**src/rtl/serial_tx_arbiter_pkg.sv**
```systemverilog
// Shared definitions for the serial transmit arbiter: default word width and FSM encoding.
package serial_tx_arbiter_pkg;

    localparam int WIDTH_DEF = 8;

    typedef enum logic [1:0] {
        S_IDLE  = 2'd0,
        S_OFFER = 2'd1,
        S_ACK   = 2'd2
    } state_t;

endpackage

```
**src/rtl/serial_tx_arbiter_rr_pick.sv**
```systemverilog
// Round-robin pick: the first set request bit searching upward from last+1, wrapping.
module serial_tx_arbiter_rr_pick #(
    parameter int NUM_CH  = 4,
    parameter int CH_BITS = 2
) (
    input  logic [NUM_CH-1:0]  req,
    input  logic [CH_BITS-1:0] last,
    output logic               any,
    output logic [CH_BITS-1:0] pick
);

    logic [CH_BITS-1:0] w_idx;

    // Offset NUM_CH brings the search back to last itself, so a lone requester is re-granted.
    always_comb begin
        any   = 1'b0;
        pick  = '0;
        w_idx = '0;
        for (int k = 1; k <= NUM_CH; k++) begin
            w_idx = CH_BITS'((int'(last) + k) % NUM_CH);
            if (!any && req[w_idx]) begin
                any  = 1'b1;
                pick = w_idx;
            end
        end
    end

endmodule

```
**src/rtl/serial_tx_arbiter.sv**
```systemverilog
// Round-robin arbiter sharing one serializer between NUM_CH byte sources;
// latches the granted byte, offers it on the parallel side, then acks the source.
module serial_tx_arbiter
    import serial_tx_arbiter_pkg::*;
#(
    parameter int NUM_CH  = 4,
    parameter int CH_BITS = 2,
    parameter int WIDTH   = WIDTH_DEF
) (
    input  logic                    clk,
    input  logic                    reset,
    input  logic [NUM_CH-1:0]       ch_enable,
    input  logic [NUM_CH-1:0]       ch_full,
    input  logic [NUM_CH*WIDTH-1:0] ch_data,
    output logic [NUM_CH-1:0]       ch_ack,
    output logic [WIDTH-1:0]        par_data,
    output logic                    par_ready,
    input  logic                    par_strobe,
    output logic                    busy,
    output logic [CH_BITS-1:0]      grant_ch
);

    state_t             r_state;
    logic [NUM_CH-1:0]  r_ack;
    logic [WIDTH-1:0]   r_data;
    logic               r_ready;
    logic               r_busy;
    logic [CH_BITS-1:0] r_grant;

    logic [NUM_CH-1:0]  w_req;
    logic               w_any;
    logic [CH_BITS-1:0] w_pick;
    logic [WIDTH-1:0]   w_slice [NUM_CH];

    assign w_req = ch_full & ch_enable;

    for (genvar i = 0; i < NUM_CH; i++) begin : g_slice
        assign w_slice[i] = ch_data[i*WIDTH +: WIDTH];
    end

    serial_tx_arbiter_rr_pick #(
        .NUM_CH  (NUM_CH),
        .CH_BITS (CH_BITS)
    ) u_rr_pick (
        .req  (w_req),
        .last (r_grant),
        .any  (w_any),
        .pick (w_pick)
    );

    // Arbitration only happens in S_IDLE, so the acked source has dropped full before the next decision.
    always_ff @(posedge clk or posedge reset) begin
        if (reset) begin
            r_state <= S_IDLE;
            r_ack   <= '0;
            r_data  <= '0;
            r_ready <= 1'b0;
            r_busy  <= 1'b0;
            r_grant <= CH_BITS'(NUM_CH - 1);
        end else begin
            case (r_state)
                S_IDLE: begin
                    r_ack <= '0;
                    if (w_any) begin
                        r_grant <= w_pick;
                        r_data  <= w_slice[w_pick];
                        r_ready <= 1'b1;
                        r_busy  <= 1'b1;
                        r_state <= S_OFFER;
                    end else begin
                        r_data  <= '0;
                        r_ready <= 1'b0;
                        r_busy  <= 1'b0;
                    end
                end
                S_OFFER: begin
                    if (par_strobe) begin
                        r_ready        <= 1'b0;
                        r_ack[r_grant] <= 1'b1;
                        r_state        <= S_ACK;
                    end
                end
                S_ACK: begin
                    r_ack   <= '0;
                    r_data  <= '0;
                    r_busy  <= 1'b0;
                    r_state <= S_IDLE;
                end
                default: begin
                    r_ack   <= '0;
                    r_ready <= 1'b0;
                    r_busy  <= 1'b0;
                    r_state <= S_IDLE;
                end
            endcase
        end
    end

    assign ch_ack    = r_ack;
    assign par_data  = r_data;
    assign par_ready = r_ready;
    assign busy      = r_busy;
    assign grant_ch  = r_grant;

endmodule

```
**config.mk**
```make
export PLATFORM = sky130hd
export DESIGN_NAME = serial_tx_arbiter
export DESIGN_NICKNAME = d
export VERILOG_FILES = /design/src/rtl/serial_tx_arbiter_pkg.sv /design/src/rtl/serial_tx_arbiter_rr_pick.sv /design/src/rtl/serial_tx_arbiter.sv
export SDC_FILE = /design/constraint.sdc
export NUM_CORES = 1
export LEC_CHECK = 0
export CAP_MARGIN = 15
export CORE_ASPECT_RATIO = 2
export CORE_UTILIZATION = 40
export CTS_BUF_LIST = sky130_fd_sc_hd__clkbuf_16
export CTS_CLUSTER_SIZE = 40
export DETAILED_ROUTE_END_ITERATION = 10
export PLACE_DENSITY_LB_ADDON = 0.2
export SLEW_MARGIN = 0
export SYNTH_ARGS = -nofsm -noshare
export SYNTH_HDL_FRONTEND = slang
export SYNTH_SLANG_ARGS = --single-unit
```
**constraint.sdc**
```tcl
create_clock -name clk -period 3.54 [get_ports clk]
set_input_delay 0.531 -clock clk [delete_from_list [all_inputs] [get_ports clk]]
set_output_delay 0.531 -clock clk [all_outputs]
set_load 0.1 [all_outputs]
```
==> summary.md, run 1 <==
| Metric | Value |
|---|---|
| Outcome | completed |
| Syn avg cell area | 10.2 um^2 |
| Total CTS buffers | 3 |
| Gp weighted congestion | 0.817 |
| Max-cap violations | 0 |
| Clock skew | 0.00314 ns |
| Clock power share | 12.0% |
| GR Overflow Total | 0 |
| Sw Ratio | 54.7% |
| WHS | 0.486 ns |
| Max-slew headroom at the worst pin | 34.6% |
| Internal Power | 0.847 mW |
| Area grow syn2layout | 57.8% |
| Minimum clock period | 2.85 ns |
| Worst setup SP type | input pin |
| Fin area | 0.00181 mm^2 |
| Seq pwr share | 20.6% |
| CTS tree | done |
| Die X | 39.9 um |
| Final slew viol count | 0 |
| DRC Markers | 0 |
| Pin count of the biggest net entering global routing | 19 |
| Post-route clock period utilization | 80.6% |
| Initial antenna violation count | 0 |
| Io pins | 59 |
| Syn. warnings | 0 |
| DR pass1 iterations | 3 |
| Met3 wire len | 161 um |
| Routed Antenna Nets | 0 |
| Crit Reg-Reg Startpoint | grant_ch[0] |
| Final hold violation count | 0 |
| Design Power | 1.87 mW |
| Leak | 0.793 nW |
| Worst min path class | reg -> reg |
| Critical path arrival | 2.95 ns |
| CP startpoint | ch_enable[1] |
| Root Driver | clkbuf_16 |
| Crit path capture type | flop |
| Distinct cell type count after synthesis | 25 |
| Fillers | 225 |
| Final setup viols | 0 |
| Clock transition at path regs | 0.05 ns |
| Initial Util | 42.0% |
| Vias in the first global route | 1060 |
| Area after DPL | 0.00174 mm^2 |
| Diodes inserted | 0 |
| Met2 Wirelength | 1730 um |
| RSZ-0062 raised after global routing | no |
| WL/cell | 14.5 um |
| Initial drt markers | 11 |
| CTS sink cnt | 18 |
| Clk buf depth | 2 |
| Fmax | 350 MHz |
| Placed insts | 195 |
| Syn Std Cell Area | 0.00115 mm^2 |
| DP HPWL | 2350 um |
| Leading area contributor after synthesis | dfrtp_1 |
| CP Class | in -> reg |
| IO Port Bufs | 58 |
| Layout cell share with drive strength beyond 1 | 11.8% |
| Psw | 1.02 mW |
| Drt total wl | 2890 um |
| Nets | 218 |
| Post-CTS sizing | 0 |
| Flop-to-flop setup slack | 0.87 ns |
| R2R depth | 6 |
| Cell count after synthesis | 113 |
| Vias | 1044 |
| Post-synthesis register bit count | 18 |
| Main area contributors after synthesis | dfrtp_1, mux2i_1, o221ai_2, nand2_1, dfstp_2 |
| Post-synth EDFFs | 0 |
| Least-Margin Pin Slew | 0.978 ns |
| Fraction of registers with async set/reset | 100% |
| Hold Buf Count CTS | 0 |
| CP Data Required Time | 3.64 ns |
| Met1 WL | 950 um |
| Setup TNS | 0 ns |
| Fin cells | 199 |
| Top Metal Used | met4 |
| Vias per std cell | 5.25 |
| Clock latency on the worst-skew pair | 0.25 ns |
| Htree depth | 1 |
| Max VDD drop | 586 uV |
| Sequential area share after synthesis | 39.4% |
| Post-CTS setup repair buffer count | 0 |
| Worst setup endpoint | par_data[5] |
| Reg2Reg Capture Point | par_data[5] |
| First-pass GRT wire length | 4460 um |
| P per Cell Area | 1030 mW/mm^2 |
| Combinational Power Share | 67.4% |
| CP Max Fanout | 8 |
| Post-Syn Nets | 160 |
| Die Y | 77.8 um |
| Core Box Area | 0.00274 mm^2 |
| GRT Total Usage | 20.2% |
| Top_reg_cell synth | dfrtp_1 |
| Yosys top cell area share | 34.8% |
| Num rows | 27 |
| Die footprint | 0.00311 mm^2 |
-- Yosys cell counts (all sizes together), types with 2 or more instances --
cell,n
a21oi,7
buf,4
clkbuf,2
dfrtp,16
dfstp,2
ha,4
inv,6
mux2i,16
nand2,19
nand2b,2
nand3,4
nand3b,2
nor2,7
o21ai,6
o221ai,8
xnor2,2
-- cell families (layout without fill, tap and decap cells) --
| logic type | Yosys count | after routing | share of synthesized area (%) |
|---|---|---|---|
| flip-flops | 18 | 18 | 39.4 |
| buffers and inverters | 12 | 69 | 5.88 |
| adder cells (fa/ha/maj) | 4 | 4 | 4.35 |
| XOR/XNOR | 2 | 2 | 1.52 |
| AND/OR/NAND/NOR | 36 | 36 | 14.1 |
| multiplexers | 17 | 17 | 15.9 |
| AO/OA/AOI/OAI | 24 | 24 | 18.8 |
-- through the flow --
stage	util [%]	worst slack, ns
global placement	63.4	0.555
finish	66.3	0.687
global route	66.3	0.553
detailed placement	63.4	0.431
CTS	66.3	0.676
floorplan	-	0.832
-- layer usage --
layer	GRT usage, %	vias to the layer above
met3	1.71	4
li1	-	520
met5	0	-
met4	9.31	0
met2	38.1	40
met1	19.1	480
-- power groups by stage --
stage	Combinational (mW)	Clock, mW	Sequential (mW)
after floorplan	0.527	0	0.857
after global placement	1.25	0	0.384
after global routing	1.32	0.238	0.402
after detailed placement	1.27	0	0.388
after CTS	1.27	0.227	0.385
final	1.26	0.225	0.385
-- cell type report --
cell class | instances | area, um^2 | area share, %
Clock inverter | 1 | 3.75 | 0.207
Inverter | 6 | 27.5 | 1.52
Clock buffer | 3 | 75.1 | 4.14
Timing Repair Buffer | 59 | 586 | 32.3
Tap cell | 29 | 36.3 | 2.00
Multi-Input combinational cell | 83 | 633 | 34.9
Sequential cell | 18 | 453 | 25.0
-- worst max-delay path: stages --
cell and delay [ns]:
clkdlybuf4s50_1 0.51, nand2_1 0.10, mux4_2 0.48, o32ai_2 0.34
xnor2_1 0.20, or2_0 0.59, o221ai_2 0.19
-- how the worst min path moves through the flow --
stage,depth (start not counted),end,startpoint,slack (ns)
6_report,2,par_data[7],par_data[7],0.49
2_1_floorplan,1,busy,reset,0.47
4_1_cts,2,par_ready,par_ready,0.49
3_5_place_dp,2,par_ready,par_ready,0.47
5_1_grt,2,par_data[3],par_data[3],0.52
3_3_place_gp,2,par_ready,par_ready,0.46
-- cells in the final DEF (no fill, tap or decap) --
| cell | count |
|---|---|
| buf_4 | 2 |
| nand3b_1 | 2 |
| inv_6 | 1 |
| o221ai_2 | 8 |
| xnor2_1 | 2 |
| a31oi_1 | 1 |
| o21ai_2 | 1 |
| dfstp_2 | 2 |
| nand3_1 | 3 |
| nand2b_1 | 2 |
| clkinv_1 | 1 |
| nand2_1 | 19 |
| or2_0 | 1 |
| nand4_1 | 1 |
| inv_1 | 5 |
| ha_1 | 4 |
| clkbuf_16 | 3 |
| a221oi_1 | 1 |
| mux4_2 | 1 |
| o32ai_2 | 1 |
| a21oi_1 | 7 |
| mux2i_1 | 16 |
| nand3_2 | 1 |
| nor2_1 | 7 |
| clkdlybuf4s50_1 | 57 |
| o21ai_0 | 5 |
| dfrtp_1 | 16 |
-- registers in the layout (all words and copies together), names as in the netlist --
name and flops:
grant_ch 2, par_data 8, r_state 2, busy 1, par_ready 1, ch_ack 4
(Power assumes the default switching activity.)
==> inputs of run 2 (changes only) <==
CORE_UTILIZATION = 39   (was 40)
clock period = 2.9 ns   (was 3.54 ns; I/O delays follow)
==> summary.md, run 2 (synthesis results as in run 1) <==
| Metric | Value |
|---|---|
| Setup TNS | 0 ns (unchanged) |
| Area grow syn2layout | 55.2% (was 57.8%) |
| Critical path arrival | 2.60 ns (was 2.95 ns) |
| Nets | 219 (was 218) |
| Largest register FFs | 8 (unchanged) |
| Final setup viols | 0 (unchanged) |
| Initial Util | 41.5% (was 42.0%) |
| Initial drt markers | 21 (was 11) |
| DR pass1 iterations | 4 (was 3) |
| Final core utilization | 64.4% (was 66.3%) |
| IO Port Bufs | 58 (unchanged) |
| Final slew viol count | 0 (unchanged) |
| Worst path slowest cell | clkdlybuf4s50_1 (was or2_0) |
| RSZ-0062 raised after global routing | no (unchanged) |
| Htree depth | 1 (unchanged) |
| Placed insts | 196 (was 195) |
| Crit path capture type | flop (unchanged) |
| Die X | 40.4 um (was 39.9 um) |
| CTS tree | done (unchanged) |
| Minimum clock period | 2.45 ns |
| Initial antenna violation count | 0 (unchanged) |
| Core Box Area | 0.00277 mm^2 (was 0.00274 mm^2) |
| Post-route clock period utilization | 84.5% |
| Fmax | 408 MHz |
| Hold Path Depth | 2 (unchanged) |
| Max-slew headroom at the worst pin | 53.8% (was 34.6%) |
| Least-Margin Pin Slew | 0.693 ns (was 0.978 ns) |
| GRT Total Usage | 22.2% (was 20.2%) |
| Max VDD drop | 737 uV (was 586 uV) |
| Clock skew | 0.00264 ns (was 0.00314 ns) |
| Post-CTS setup repair buffer count | 0 (unchanged) |
| Leak | 0.821 nW (was 0.793 nW) |
| Slowest stage delay, CP | 0.51 ns (was 0.59 ns) |
| Most common cell after layout, fill and taps aside | clkdlybuf4s50_1 (unchanged) |
| Clk buf depth | 2 (unchanged) |
| Fin cells | 200 (was 199) |
| GR Overflow Total | 0 (unchanged) |
| Drt total wl | 3150 um (was 2890 um) |
| Vias | 1086 (was 1044) |
| P per Cell Area | 1280 mW/mm^2 (was 1030 mW/mm^2) |
| CP Class | in -> reg (unchanged) |
| Diodes inserted | 0 (unchanged) |
| Pin count of the biggest net entering global routing | 19 (unchanged) |
| Final hold violation count | 0 (unchanged) |
| Critical path, cell by cell | clkdlybuf4s50_1 -> nand2_1 -> mux4_2 -> o32ai_2 -> xnor2_1 -> nand3_2 -> o221ai_2 (was clkdlybuf4s50_1 -> nand2_1 -> mux4_2 -> o32ai_2 -> xnor2_1 -> or2_0 -> o221ai_2) |
| Die footprint | 0.00318 mm^2 (was 0.00311 mm^2) |
| Worst setup SP type | input pin (unchanged) |
| Clock transition at path regs | 0.05 ns (about the same) |
| Root Driver | clkbuf_16 (unchanged) |
| CP Max Fanout | 8 (unchanged) |
| Die Y | 78.8 um (was 77.8 um) |
| Commonest non-fill, non-tap cells in the layout | clkdlybuf4s50_1, nand2_1, buf_4 (was clkdlybuf4s50_1, nand2_1, mux2i_1, dfrtp_1, o221ai_2) |
| Vias in the first global route | 1134 (was 1060) |
| R2R depth | 8 (was 6) |
| Io pins | 59 (unchanged) |
| Outcome | completed (unchanged) |
| Total CTS buffers | 3 (unchanged) |
| Vias per std cell | 5.43 (was 5.25) |
| Clock latency on the worst-skew pair | 0.25 ns (about the same) |
| First-pass GRT wire length | 4940 um (was 4460 um) |
| Num rows | 27 (unchanged) |
| Gp weighted congestion | 0.735 (was 0.817) |
| Routed Antenna Nets | 0 (unchanged) |
| WL/cell | 15.7 um (was 14.5 um) |
| CP Data Required Time | 3.05 ns (was 3.64 ns) |
| DP HPWL | 2570 um (was 2350 um) |
| CTS sink cnt | 18 (unchanged) |
| Post-CTS sizing | 0 (unchanged) |
| Layout cell share with drive strength beyond 1 | 21.1% (was 11.8%) |
| Worst min path class | reg -> reg (unchanged) |
| DRC Markers | 0 (unchanged) |
| Max-cap violations | 0 (unchanged) |
| Hold Buf Count CTS | 0 (unchanged) |
[run 2: changes by cell type in the layout (fill, tap and decap cells not counted), sizes merged]
cell | before | now
buf | 2 | 18
clkdlybuf4s50 | 57 | 42
[run 2: worst max-delay path: cells and delay by family]
kind            cells  cell delay, ns
compound gates      2            0.62
xor+xnor            1            0.19
buf+inv             1            0.51
mux                 1            0.47
simple gates        2            0.37
[run 2: final timing paths]
| kind | startpoint | end | slack, ns |
|---|---|---|---|
| hold reg to reg | par_data[2] | par_data[2] | 0.50 |
| hold / removal | par_data[2] | par_data[2] | 0.50 |
| setup reg to reg | grant_ch[0] | par_data[0] | 0.52 |
| setup / recovery | ch_full[1] | par_data[0] | 0.45 |
| min in group asynchronous | reset | par_ready | 0.60 |
| max in group asynchronous | reset | r_state[0] | 1.86 |
[run 2: per-layer routing]
| metal | share of wire (%) | routed length (um) | track usage (%) |
|---|---|---|---|
| met1 | 33 | 1040 | 20.3 |
| met2 | 61 | 1910 | 43.2 |
| met3 | 5.5 | 172 | 3.63 |
| met4 | 0.70 | 22 | 7.00 |
| met5 | 0 | 0 | 0 |
[run 2: metrics by stage]
stage	power [mW]	hold WS (ns)	instance area, um^2	setup WS [ns]
global placement	1.98	0.470	1710	0.314
CTS	2.30	0.503	1780	0.426
floorplan	1.69	0.372	1150	0.192
global route	2.40	0.520	1780	0.315
finish	2.28	0.502	1780	0.449
detailed placement	2.02	0.489	1710	0.199
[run 2: report_power, final]
group          switching, mW  total (mW)  leakage [nW]  internal, mW
clock                 0.0899       0.273        0.0385         0.183
sequential             0.112       0.477         0.229         0.365
combinational           1.06        1.53         0.553         0.467
total                   1.26        2.28         0.821          1.02
[run 2: layout make-up]
type	count	area, um^2
clock buffers	3	75.1
flip-flops and latches	18	453
well taps	29	36.3
multi-input cells	83	633
fillers	235	986
inverters	6	27.5
clock inverters	1	3.75
repair buffers	60	556
==> inputs of run 3 (changes only) <==
clock period = 2.4 ns   (was 2.9 ns; I/O delays follow)
==> summary.md, run 3 (synthesis results as in run 1) <==
| Metric | Value |
|---|---|
| Outcome | completed (unchanged) |
| Layout cell share with drive strength beyond 1 | 25.3% (was 21.1%) |
| Root Driver | clkbuf_16 (unchanged) |
| Vias in the first global route | 1126 (was 1134) |
| Least-Margin Pin Slew | 0.695 ns (was 0.693 ns) |
| Die X | 40.4 um (unchanged) |
| Clock latency on the worst-skew pair | 0.25 ns (about the same) |
| First-pass GRT wire length | 4640 um (was 4940 um) |
| Vias | 1099 (was 1086) |
| Post-route clock period utilization | 95.9% |
| GR Overflow Total | 0 (unchanged) |
| Vias per std cell | 5.41 (was 5.43) |
| Final setup viols | 0 (unchanged) |
| Routed Antenna Nets | 0 (unchanged) |
| Leak | 0.872 nW (was 0.821 nW) |
| Core Box Area | 0.00277 mm^2 (unchanged) |
| Hold Buf Count CTS | 0 (unchanged) |
| DRC Markers | 0 (unchanged) |
| CTS tree | done (unchanged) |
| Clock transition at path regs | 0.05 ns (about the same) |
| Io pins | 59 (unchanged) |
| Met3 usage | 3.07% (was 3.63%) |
| CP Class | in -> reg (unchanged) |
| Initial Util | 41.5% (unchanged) |
| Diodes inserted | 0 (unchanged) |
| CP Max Fanout | 8 (unchanged) |
| Area grow syn2layout | 64.0% (was 55.2%) |
| GR Util met2 | 37.1% (was 43.2%) |
| Gp weighted congestion | 0.761 (was 0.735) |
| Fin area | 0.00189 mm^2 (was 0.00178 mm^2) |
| Max-cap violations | 0 (unchanged) |
| Max-slew headroom at the worst pin | 53.6% (was 53.8%) |
| Die footprint | 0.00318 mm^2 (unchanged) |
| P per Cell Area | 1550 mW/mm^2 (was 1280 mW/mm^2) |
| Total CTS buffers | 3 (unchanged) |
| Initial antenna violation count | 0 (unchanged) |
| Area after DPL | 0.00174 mm^2 (was 0.00171 mm^2) |
| Clock skew | 0.00265 ns (was 0.00264 ns) |
| CTS sink cnt | 18 (unchanged) |
| Pin count of the biggest net entering global routing | 19 (unchanged) |
| Most common cell after layout, fill and taps aside | clkdlybuf4s50_1 (unchanged) |
| DP HPWL | 2340 um (was 2570 um) |
| GRT busiest layer | met2 (unchanged) |
| Drt total wl | 3090 um (was 3150 um) |
| Initial drt markers | 25 (was 21) |
| Final slew viol count | 0 (unchanged) |
| Final hold violation count | 0 (unchanged) |
| Setup TNS | 0 ns (unchanged) |
| DR pass1 iterations | 4 (unchanged) |
| Grt met1 use | 19.9% (was 20.3%) |
| Htree depth | 1 (unchanged) |
| Clk buf depth | 2 (unchanged) |
| Commonest non-fill, non-tap cells in the layout | clkdlybuf4s50_1, buf_4, nand2_1 (was clkdlybuf4s50_1, nand2_1, buf_4) |
| Worst min path class | reg -> reg (unchanged) |
| Fmax | 434 MHz |
| IO Port Bufs | 58 (unchanged) |
| CP Data Required Time | 2.56 ns (was 3.05 ns) |
| Nets | 222 (was 219) |
| Critical path arrival | 2.47 ns (was 2.60 ns) |
| Largest register FFs | 8 (unchanged) |
| Final core utilization | 68.1% (was 64.4%) |
| GRT Total Usage | 20.5% (was 22.2%) |
| Num rows | 27 (unchanged) |
| Minimum clock period | 2.30 ns |
| Worst setup SP type | input pin (unchanged) |
| Die Y | 78.8 um (unchanged) |
| Max VDD drop | 1230 uV (was 737 uV) |
| WL/cell | 15.2 um (was 15.7 um) |
| Crit path capture type | flop (unchanged) |
run 3: changes by cell type in the layout (fill, tap and decap cells not counted), sizes merged:
cell,previous run,this run
dlymetal6s2s,0,2
buf,18,21
clkdlybuf4s50,42,40
run 3: critical path, cell delays in order:
cell and delay (ns):
clkdlybuf4s50_1 0.52, nand2_2 0.09, mux4_2 0.49, o32ai_4 0.33
xnor2_2 0.13, or2_1 0.27, buf_6 0.16, o221ai_2 0.12
run 3: worst paths after layout:
path / depth (start not counted) / slack [ns] / endpoint / from
max: 8 / 0.1 / par_data[6] / ch_full[1]
min: 2 / 0.47 / par_ready / par_ready
max reg2reg: 9 / 0.1 / par_data[6] / grant_ch[1]
min reg2reg: 2 / 0.47 / par_ready / par_ready
max in group asynchronous: 2 / 1.44 / par_data[6] / reset
min in group asynchronous: 2 / 0.52 / busy / reset
run 3: power by group:
group / switching [mW] / total, mW / internal [mW]
Combinational: 1.34 / 2.02 / 0.673
Sequential: 0.124 / 0.576 / 0.452
Clock: 0.115 / 0.337 / 0.222
Total: 1.58 / 2.93 / 1.35
run 3: cell type report:
cell class / instances / area, um^2
fill: 233 / 885
multi-input combinational: 83 / 681
timing repair buffer: 63 / 599
sequential: 18 / 460
clock buffer: 3 / 75.1
tap: 29 / 36.3
inverter: 6 / 30.0
clock inverter: 1 / 3.75
run 3: what timing repair did:
item / in CTS / in global routing
endpoints found under the hold margin: 0 / 0
resized for setup: 0 / 9
buffers inserted: 0 / 3
setup endpoints to repair: 0 / 8
run 3: layer usage:
layer	vias up	wire length, um	share of wire [%]
li1	528	-	-
met1	523	1060	34
met2	43	1790	58
met3	5	177	5.7
met4	0	51	1.7
met5	-	0	0
run 3: stage by stage:
step / instances / hold slack (ns) / setup WS (ns) / power (mW)
global route: 203 / 0.531 / -0.00186 / 3.08
floorplan: 113 / 0.297 / 0.0127 / 2.11
CTS: 200 / 0.478 / 0.0967 / 2.84
detailed placement: 196 / 0.464 / -0.135 / 2.50
global placement: 196 / 0.466 / -0.0305 / 2.47
finish: 203 / 0.472 / 0.0984 / 2.93
